$ cat src/rtl/seq_divmod_pkg.sv
// -----------------------------------------------------------------------------
// seq_divmod_pkg
// Shared types for the sequential divider/remainder unit.
//   state_e : FSM state encoding (2 bits) used by seq_divmod.
// -----------------------------------------------------------------------------
package seq_divmod_pkg;

  typedef enum logic [1:0] {
    IDLE  = 2'd0,
    ALIGN = 2'd1,
    SUB   = 2'd2,
    DONE  = 2'd3
  } state_e;

endpackage

$ cat src/rtl/seq_divmod_prio_enc.sv
// -----------------------------------------------------------------------------
// prio_enc
// Most-significant-set-bit encoder.
// Ports:
//   in_i  [WIDTH-1:0]     : value to scan
//   msb_o [WIDTH_LOG:0]   : {found, position}; the low WIDTH_LOG bits hold the
//                           index of the highest set bit, the top bit is 1 when
//                           any bit of in_i is set (position is 0 otherwise).
// -----------------------------------------------------------------------------
module prio_enc #(
  parameter int WIDTH_LOG = 4
) (
  input  logic [(1 << WIDTH_LOG)-1:0] in_i,
  output logic [WIDTH_LOG:0]          msb_o
);

  localparam int WIDTH = 1 << WIDTH_LOG;

  logic [WIDTH_LOG-1:0] pos;
  logic                 found;

  // Ascending scan: the last set bit seen is the highest one.
  always_comb begin
    pos   = '0;
    found = 1'b0;
    for (int i = 0; i < WIDTH; i++) begin
      if (in_i[i]) begin
        pos   = WIDTH_LOG'(i);
        found = 1'b1;
      end
    end
  end

  assign msb_o = {found, pos};

endmodule

$ cat src/rtl/seq_divmod.sv
// -----------------------------------------------------------------------------
// seq_divmod
// Sequential unsigned divider/remainder. The divisor is aligned to the dividend
// in one step from the MSB-position difference, then one restoring
// shift-subtract iteration runs per cycle. One operation in flight.
//
// Optional build macro: SEQ_DIVMOD_EARLY_EXIT_EN
//   defined   : SUB leaves for DONE as soon as the remainder becomes 0.
//   undefined : SUB always runs exactly shift+1 iterations.
//
// Ports:
//   clk        in   clock, rising edge
//   rst        in   asynchronous active-low reset
//   in_valid   in   operands valid
//   in_ready   out  unit idle, can accept (state == IDLE)
//   a          in   dividend  [WIDTH-1:0]
//   b          in   divisor   [WIDTH-1:0]
//   out_valid  out  result valid, held until accepted
//   out_ready  in   consumer accepts result
//   quo        out  quotient  [WIDTH-1:0]
//   rem        out  remainder [WIDTH-1:0]
//   div_zero   out  b was 0 for this result
// -----------------------------------------------------------------------------
module seq_divmod
  import seq_divmod_pkg::*;
#(
  parameter int WIDTH_LOG = 4
) (
  input  logic                        clk,
  input  logic                        rst,
  input  logic                        in_valid,
  output logic                        in_ready,
  input  logic [(1 << WIDTH_LOG)-1:0] a,
  input  logic [(1 << WIDTH_LOG)-1:0] b,
  output logic                        out_valid,
  input  logic                        out_ready,
  output logic [(1 << WIDTH_LOG)-1:0] quo,
  output logic [(1 << WIDTH_LOG)-1:0] rem,
  output logic                        div_zero
);

  localparam int WIDTH = 1 << WIDTH_LOG;

  state_e               state_q, state_d;
  logic [WIDTH-1:0]     rem_q, rem_d;
  logic [WIDTH-1:0]     d_q, d_d;
  logic [WIDTH-1:0]     quo_q, quo_d;
  logic [WIDTH_LOG-1:0] cnt_q, cnt_d;
  logic                 dz_q, dz_d;
  logic                 ov_q, ov_d;

  logic [WIDTH_LOG:0]   ma_full, mb_full;
  logic [WIDTH_LOG-1:0] ma, mb, shift;
  logic                 rem_nz, d_nz;
  logic                 ge;
  logic [WIDTH-1:0]     rem_sub, rem_nxt;

  prio_enc #(.WIDTH_LOG(WIDTH_LOG)) u_enc_a (.in_i(rem_q), .msb_o(ma_full));
  prio_enc #(.WIDTH_LOG(WIDTH_LOG)) u_enc_b (.in_i(d_q),   .msb_o(mb_full));

  // The encoder's found flag doubles as the zero test for each operand.
  assign ma     = ma_full[WIDTH_LOG-1:0];
  assign mb     = mb_full[WIDTH_LOG-1:0];
  assign rem_nz = ma_full[WIDTH_LOG];
  assign d_nz   = mb_full[WIDTH_LOG];
  assign shift  = ma - mb;

  // Restoring step: d is pre-aligned, so a plain WIDTH-bit compare suffices.
  assign ge      = (rem_q >= d_q);
  assign rem_sub = rem_q - d_q;
  assign rem_nxt = ge ? rem_sub : rem_q;

  always_comb begin
    state_d = state_q;
    rem_d   = rem_q;
    d_d     = d_q;
    quo_d   = quo_q;
    cnt_d   = cnt_q;
    dz_d    = dz_q;
    ov_d    = ov_q;

    unique case (state_q)
      IDLE: begin
        if (in_valid) begin
          rem_d   = a;
          d_d     = b;
          quo_d   = '0;
          dz_d    = 1'b0;
          cnt_d   = '0;
          state_d = ALIGN;
        end
      end

      ALIGN: begin
        if (!d_nz) begin
          dz_d    = 1'b1;
          quo_d   = '1;
          state_d = DONE;
        end else if (!rem_nz || (ma < mb)) begin
          quo_d   = '0;
          state_d = DONE;
        end else begin
          cnt_d   = shift;
          d_d     = d_q << shift;
          state_d = SUB;
        end
      end

      SUB: begin
        rem_d = rem_nxt;
        if (ge) begin
          quo_d[cnt_q] = 1'b1;
        end
        d_d = d_q >> 1;
        if (cnt_q == '0) begin
          state_d = DONE;
        end else begin
          cnt_d = cnt_q - 1'b1;
        end
`ifdef SEQ_DIVMOD_EARLY_EXIT_EN
        // Untouched low quotient bits are already 0, so stopping here is exact.
        if (rem_nxt == '0) begin
          state_d = DONE;
        end
`endif
      end

      DONE: begin
        // out_valid rises one cycle after DONE entry; out_ready seen before
        // that is ignored because the handshake is gated by ov_q.
        ov_d = 1'b1;
        if (ov_q && out_ready) begin
          ov_d    = 1'b0;
          state_d = IDLE;
        end
      end

      default: state_d = IDLE;
    endcase
  end

  always_ff @(posedge clk or negedge rst) begin
    if (!rst) begin
      state_q <= IDLE;
      rem_q   <= '0;
      d_q     <= '0;
      quo_q   <= '0;
      cnt_q   <= '0;
      dz_q    <= 1'b0;
      ov_q    <= 1'b0;
    end else begin
      state_q <= state_d;
      rem_q   <= rem_d;
      d_q     <= d_d;
      quo_q   <= quo_d;
      cnt_q   <= cnt_d;
      dz_q    <= dz_d;
      ov_q    <= ov_d;
    end
  end

  assign in_ready  = (state_q == IDLE);
  assign out_valid = ov_q;
  assign quo       = quo_q;
  assign rem       = rem_q;
  assign div_zero  = dz_q;

  // Alignment guarantees a nonzero divisor for every iteration, and the
  // iteration with cnt==0 is always the last one.
  a_sub_d_nonzero: assert property (@(posedge clk) disable iff (!rst)
    (state_q == SUB) |-> (d_q != '0));
  a_sub_no_underflow: assert property (@(posedge clk) disable iff (!rst)
    ((state_q == SUB) && (cnt_q == '0)) |=> (state_q != SUB));

endmodule

$ cat config.mk
export PLATFORM = sky130hd
export DESIGN_NAME = seq_divmod
export DESIGN_NICKNAME = d
export VERILOG_FILES = /design/src/rtl/seq_divmod_pkg.sv /design/src/rtl/seq_divmod_prio_enc.sv /design/src/rtl/seq_divmod.sv
export SDC_FILE = /design/constraint.sdc
export NUM_CORES = 1
export LEC_CHECK = 0
export CAP_MARGIN = 5
export CORE_UTILIZATION = 45
export DETAILED_ROUTE_END_ITERATION = 10
export HOLD_SLACK_MARGIN = 0.02
export PLACE_DENSITY = 0.67
export SLEW_MARGIN = 10
export SYNTH_ARGS = -nofsm -noshare
export SYNTH_HDL_FRONTEND = slang
export SYNTH_SLANG_ARGS = --single-unit
export TNS_END_PERCENT = 1
$ cat constraint.sdc
create_clock -name clk -period 10.8 [get_ports clk]
set_clock_uncertainty 0.2 [all_clocks]
set_input_delay 2.16 -clock clk [delete_from_list [all_inputs] [get_ports clk]]
set_output_delay 2.16 -clock clk [all_outputs]
set_load 0.01 [all_outputs]
==> impl_metrics.ini, run 1 <==
[floorplanning]
die_h_um = 105
row_count = 37
start_util_pct = 46.3
die-area_mm2 = 0.0110
core_area_mm2 = 0.0103
io_pins = 71
die_w_um = 105

[drt]
ant_nets = 0
dr.pass1.iters = 5
first_iter_violations = 233
drc = 0
wire_per_inst_um = 16.8
wl_um = 12600
vias = 4456
via_per_inst = 5.93

[yosys]
yosys_warnings = 0
syn_inst = 564
synth_area_mm2 = 0.00478
synth_top_cell_by_area = dfrtp_1
ys_types = 66
ys_ff_latch = 56
async_flop_share_pct = 100
yosys-top-cells-area = dfrtp_1, ha_1, a21oi_1
syn_avg_cell_area_um2 = 8.48
yosysSeqAreaShare_pct = 29.3
synthesis.nets = 632
synth_edf_count = 0
ys.flop_type = dfrtp_1
synth_top_area_share_pct = 29.3

[worst_setup_path]
cp-end-kind = flip-flop
cp.buffers_inverters = 1
cpMostUsedCell = a21oi_1
slowest_stage = fa_1
r2r_slack_ns = 6.16
criticalPathCategory = reg -> reg
start_kind = flip-flop
worstPathRequired_ns = 10.76
path_delay_family = compound AO/OA/AOI/OAI gates
cp_data_arrival_time_ns = 4.60
cp_cell_sequence = inv_1, a21oi_1, o21bai_1, a21oi_1, o21bai_1, a21oi_1, o31a_1, ha_1, fa_1, mux2_2, a21oi_1, nor2_1, a21oi_1, o221ai_1, o21ai_0, o21ai_0
cp_max_fo = 21
cp_slowest_stage_delay_ns = 1.16

[global_routing]
grt_overflow_total = 0
grt_usage_pct = 23.5
grt_pass1_wl_um = 21200
grt_pass1_vias = 4277
grt_start_max_net_pins = 57
antenna_found_initial = 0

[final_layout]
fillCellCount = 1025
finish.utilization_pct = 54.7
nets = 683
antennaDiodeCount = 0
syn2layout_area_growth_pct = 18.0
drive_gt1_share_pct = 7.14

[timing]
maxSlewViolCount = 0
relSlewSlack_pct = 22.0
min_period_ns = 4.64
finalSetupViolCount = 0
rsz0062_at_grt = false
fin_crit_sh_pct = 43.0
fin_tns_setup_ns = 0
worst_slew_pin_slew_ns = 1.17
fmax_mhz = 215
hold_viol_final = 0

[place]
place.gp.congestion = 0.881
hpwlAfterDp_um = 9220
port-buffer-count = 70

[clocking]
h-tree-depth = 2
cts_sinks = 56
cts_tree = built
clock_path_buffers = 2
cts.clk_slew.worst_paths_ns = 0.12
post_cts_buffers = 0
cts_resized = 0
worstSkewPairLatency_ns = 0.33
root_buffer = clkbuf_8
ctsHoldBuffers = 0
numCtsBuffers = 5

[hold_path]
min_path_type = reg -> reg

[status]
status = complete, no violations

[run]
maxCapViolCount = 0
registers in the layout, summed over array words and instances (netlist names):
signal,count
quo,16
d_q,16
rem,16
div_zero,1
cnt_q,4
state_q,2
out_valid,1
kinds of logic after synthesis:
logic type | Yosys count | share of synthesized area (%)
xor+xnor | 11 | 2.01
fa+ha+maj | 32 | 8.68
mux | 35 | 9.02
flops | 56 | 29.3
simple gates | 153 | 15.6
compound gates | 196 | 28.4
buf+inv | 81 | 6.98
Yosys cell counts, drive strengths merged (3+ instances only):
cell type and instances:
xor2 5, a22o 5, nor4 8, o21a 5, a31oi 11, ha 30, clkbuf 23, and4 3
mux2i 24, o31a 3, buf 8, o21ai 43, o22ai 6, nand2b 3, a21oi 54, a2bb2oi 5
xnor2 6, a211oi 5, mux4 6, o31ai 4, a221oi 17, nand2 39, or3 3, dfrtp 56
nor2 50, inv 50, o221ai 5, o21bai 3, mux2 5, a21o 5, nand3 9, nor3 9
or4 6, o311ai 8, nor2b 16
final timing paths:
| path | from | endpoint | cells after the start |
|---|---|---|---|
| worst max-delay path | rem[2]$_DFFE_PN0P_ | d_q[6]$_DFFE_PN0P_ | 16 |
| worst min-delay path | out_valid$_DFFE_PN0N_ | out_valid$_DFFE_PN0N_ | 1 |
| worst max register to register | rem[2]$_DFFE_PN0P_ | d_q[6]$_DFFE_PN0P_ | 16 |
| worst min register to register | out_valid$_DFFE_PN0N_ | out_valid$_DFFE_PN0N_ | 1 |
| max in group asynchronous | rst | d_q[10]$_DFFE_PN0P_ | 2 |
| min in group asynchronous | rst | rem[14]$_DFFE_PN0P_ | 2 |
metrics by stage:
stage                     area [µm²]  setup WS [ns]  hold WS (ns)  instances
after floorplan                 4780           6.99         0.319        564
after global placement          5540           6.07         0.315        743
after detailed placement        5540           5.99         0.319        743
after CTS                       5630           6.23         0.347        751
after global routing            5650           5.84         0.371        752
final                           5650           6.16         0.343        752
area by class of cell:
class,count,area (µm²),area share (%)
well taps,136,170,3.01
inverters,50,188,3.32
clock inverters,3,27.5,0.487
multi-input cells,427,3050,54.0
flip-flops and latches,56,1400,24.8
repair buffers,75,741,13.1
clock buffers,5,68.8,1.22
per-layer routing:
layer | up-vias | wire, µm | GRT usage, %
met4 | 0 | 117 | 4.73
li1 | 2189 | - | -
met1 | 2163 | 6190 | 33.3
met2 | 90 | 5930 | 39.1
met3 | 14 | 392 | 2.37
met5 | - | 0 | 0
layout by cell type (no fill, tap or decap), types with 7 or more instances in the layout:
cell type | synthesis | routed
nor2b_1 | 16 | 16
nor2_1 | 50 | 49
dfrtp_1 | 56 | 56
ha_1 | 30 | 30
clkdlybuf4s50_1 | 0 | 69
a221oi_1 | 7 | 7
a31oi_1 | 11 | 11
nand2_1 | 39 | 39
a21oi_1 | 54 | 54
inv_1 | 50 | 50
mux2i_1 | 24 | 24
a221oi_2 | 10 | 10
nor4_1 | 7 | 7
nand3_1 | 9 | 9
nor3_1 | 9 | 9
o311ai_0 | 8 | 8
o21ai_0 | 41 | 41
Power of run 1 is not shown: default switching activity piles up to over one toggle a cycle in this logic, so the estimate is an artifact.
==> run 2, diff against run 1 <==
- clock period: 10.8 -> 4.3 ns (I/O delays scaled with it)
==> run 2 against run 1 <==
Hold slack worse by 0.0098 ns. Non-clock buffer count is 14 higher. Largest cell class unchanged. Register-to-register slack worse by 5.9 ns. Clock-buffer cell count stayed put. Maximum frequency is 14% higher. Critical path depth is 2 lower. Setup slack worse by 5.9 ns. Core utilization is 0.95 points higher. Via count is 3.8% higher. Design area is 1.7% higher. First-iteration DRC count is 36% higher.
==> impl_metrics.ini, run 2 (synthesis results as in run 1) <==
[status]
status = complete, no violations

[floorplanning]
core_area_mm2 = 0.0103
row_count = 37
die_w_um = 105
io_pins = 71
die_h_um = 105
start_util_pct = 46.3
die-area_mm2 = 0.0110

[global_routing]
grt_overflow_total = 0
grt_usage_pct = 25.1
grt_start_max_net_pins = 40
grt_pass1_wl_um = 22400
grt_pass1_vias = 4423
antenna_found_initial = 0

[worst_setup_path]
slowest_stage = fa_2
r2r_end = d_q[11]$_DFFE_PN0P_
reg2reg_from = rem[2]$_DFFE_PN0P_
cp_cell_sequence = inv_1, a21oi_1, o21bai_1, a21oi_1, o21bai_1, a21oi_1, o31a_1, ha_1, fa_2, mux4_2, mux2i_1, a2bb2oi_1, o311ai_0, a22o_1
worstPathRequired_ns = 4.32
r2r_cells = 14
criticalPathCategory = reg -> reg
cp-end-kind = flip-flop
start_kind = flip-flop
r2r_slack_ns = 0.22
cpMostUsedCell = a21oi_1
cp_max_fo = 13
cp_data_arrival_time_ns = 4.10
cp_slowest_stage_delay_ns = 0.78

[place]
preCtsSetupSlack_ns = 0.108
hpwlAfterDp_um = 10000
port-buffer-count = 70
place.gp.congestion = 0.895

[final_layout]
finish.utilization_pct = 55.7
drive_gt1_share_pct = 9.37
final_cell_mix = clkdlybuf4s50_1, dfrtp_1, a21oi_1, inv_1, nor2_1
nets = 697
syn2layout_area_growth_pct = 20.1
antennaDiodeCount = 0
multiInputGateArea_mm2 = 0.00305
seqCellArea_mm2 = 0.00140
fillCellCount = 970
final_common_cell = clkdlybuf4s50_1

[clocking]
cts_resized = 0
clock_path_buffers = 2
h-tree-depth = 2
cts_tree = built
cts.clk_slew.worst_paths_ns = 0.12
post_cts_buffers = 0
worstSkewPairLatency_ns = 0.32
ctsHoldBuffers = 0
numCtsBuffers = 5
cts_sinks = 56
root_buffer = clkbuf_8

[drt]
vias = 4624
wire_per_inst_um = 17.8
dr.pass1.iters = 5
via_per_inst = 6.04
drc = 0
wl_um = 13600
m1WireLength_um = 6480
wl_met3_um = 585
top_layer = met4
wl_met2_um = 6330
first_iter_violations = 316
ant_nets = 0

[timing]
fin_tns_setup_ns = 0
relSlewSlack_pct = 21.6
maxSlewViolCount = 0
fin_crit_sh_pct = 94.8
hold_viol_final = 0
finalSetupViolCount = 0
worst_slew_pin_slew_ns = 1.18
min_period_ns = 4.08
hold_ws_ns = 0.334
fmax_mhz = 245
fin_ws_ns = 0.224
rsz0062_at_grt = false

[hold_path]
min_path_type = in -> async

[run]
maxCapViolCount = 0
run 2: worst max path at each step:
stage                       start                  end  slack [ns]  depth (start not counted)
2_1_floorplan  rem[2]$_DFFE_PN0P_  d_q[11]$_DFFE_PN0P_        0.49                         15
3_3_place_gp   d_q[1]$_DFFE_PN0P_  d_q[11]$_DFFE_PN0P_        0.14                         14
3_5_place_dp   rem[2]$_DFFE_PN0P_  d_q[11]$_DFFE_PN0P_        0.11                         14
4_1_cts        rem[2]$_DFFE_PN0P_  d_q[11]$_DFFE_PN0P_        0.06                         14
5_1_grt        rem[2]$_DFFE_PN0P_   d_q[6]$_DFFE_PN0P_        0.07                         16
6_report       rem[2]$_DFFE_PN0P_  d_q[11]$_DFFE_PN0P_        0.22                         14
run 2: metal layers:
layer	global-route usage, %	up-vias
met4	6.54	0
met5	0	-
li1	-	2208
met1	35.9	2235
met3	2.93	23
met2	40.3	158
run 2: layout make-up:
class	count	area share [%]
Tap cell	136	2.96
Inverter	50	3.27
Clock inverter	3	0.436
Clock buffer	5	1.20
Multi-Input combinational cell	427	53.2
Timing Repair Buffer	89	14.6
Sequential cell	56	24.4
run 2: critical path, delay by kind of cell, from the launching register on:
kind            cells  cell delay (ns)
flops               1             0.47
buf+inv             1             0.08
compound gates      9             1.46
mux                 2             0.75
fa+ha+maj           2             1.01
run 2: metrics by stage:
| stage | cells | cell area, µm² |
|---|---|---|
| 2_1_floorplan | 564 | 4780 |
| 3_5_place_dp | 758 | 5650 |
| 6_report | 766 | 5750 |
| 4_1_cts | 766 | 5740 |
| 3_3_place_gp | 758 | 5650 |
| 5_1_grt | 766 | 5750 |
Power of run 2 is left out for the same reason.
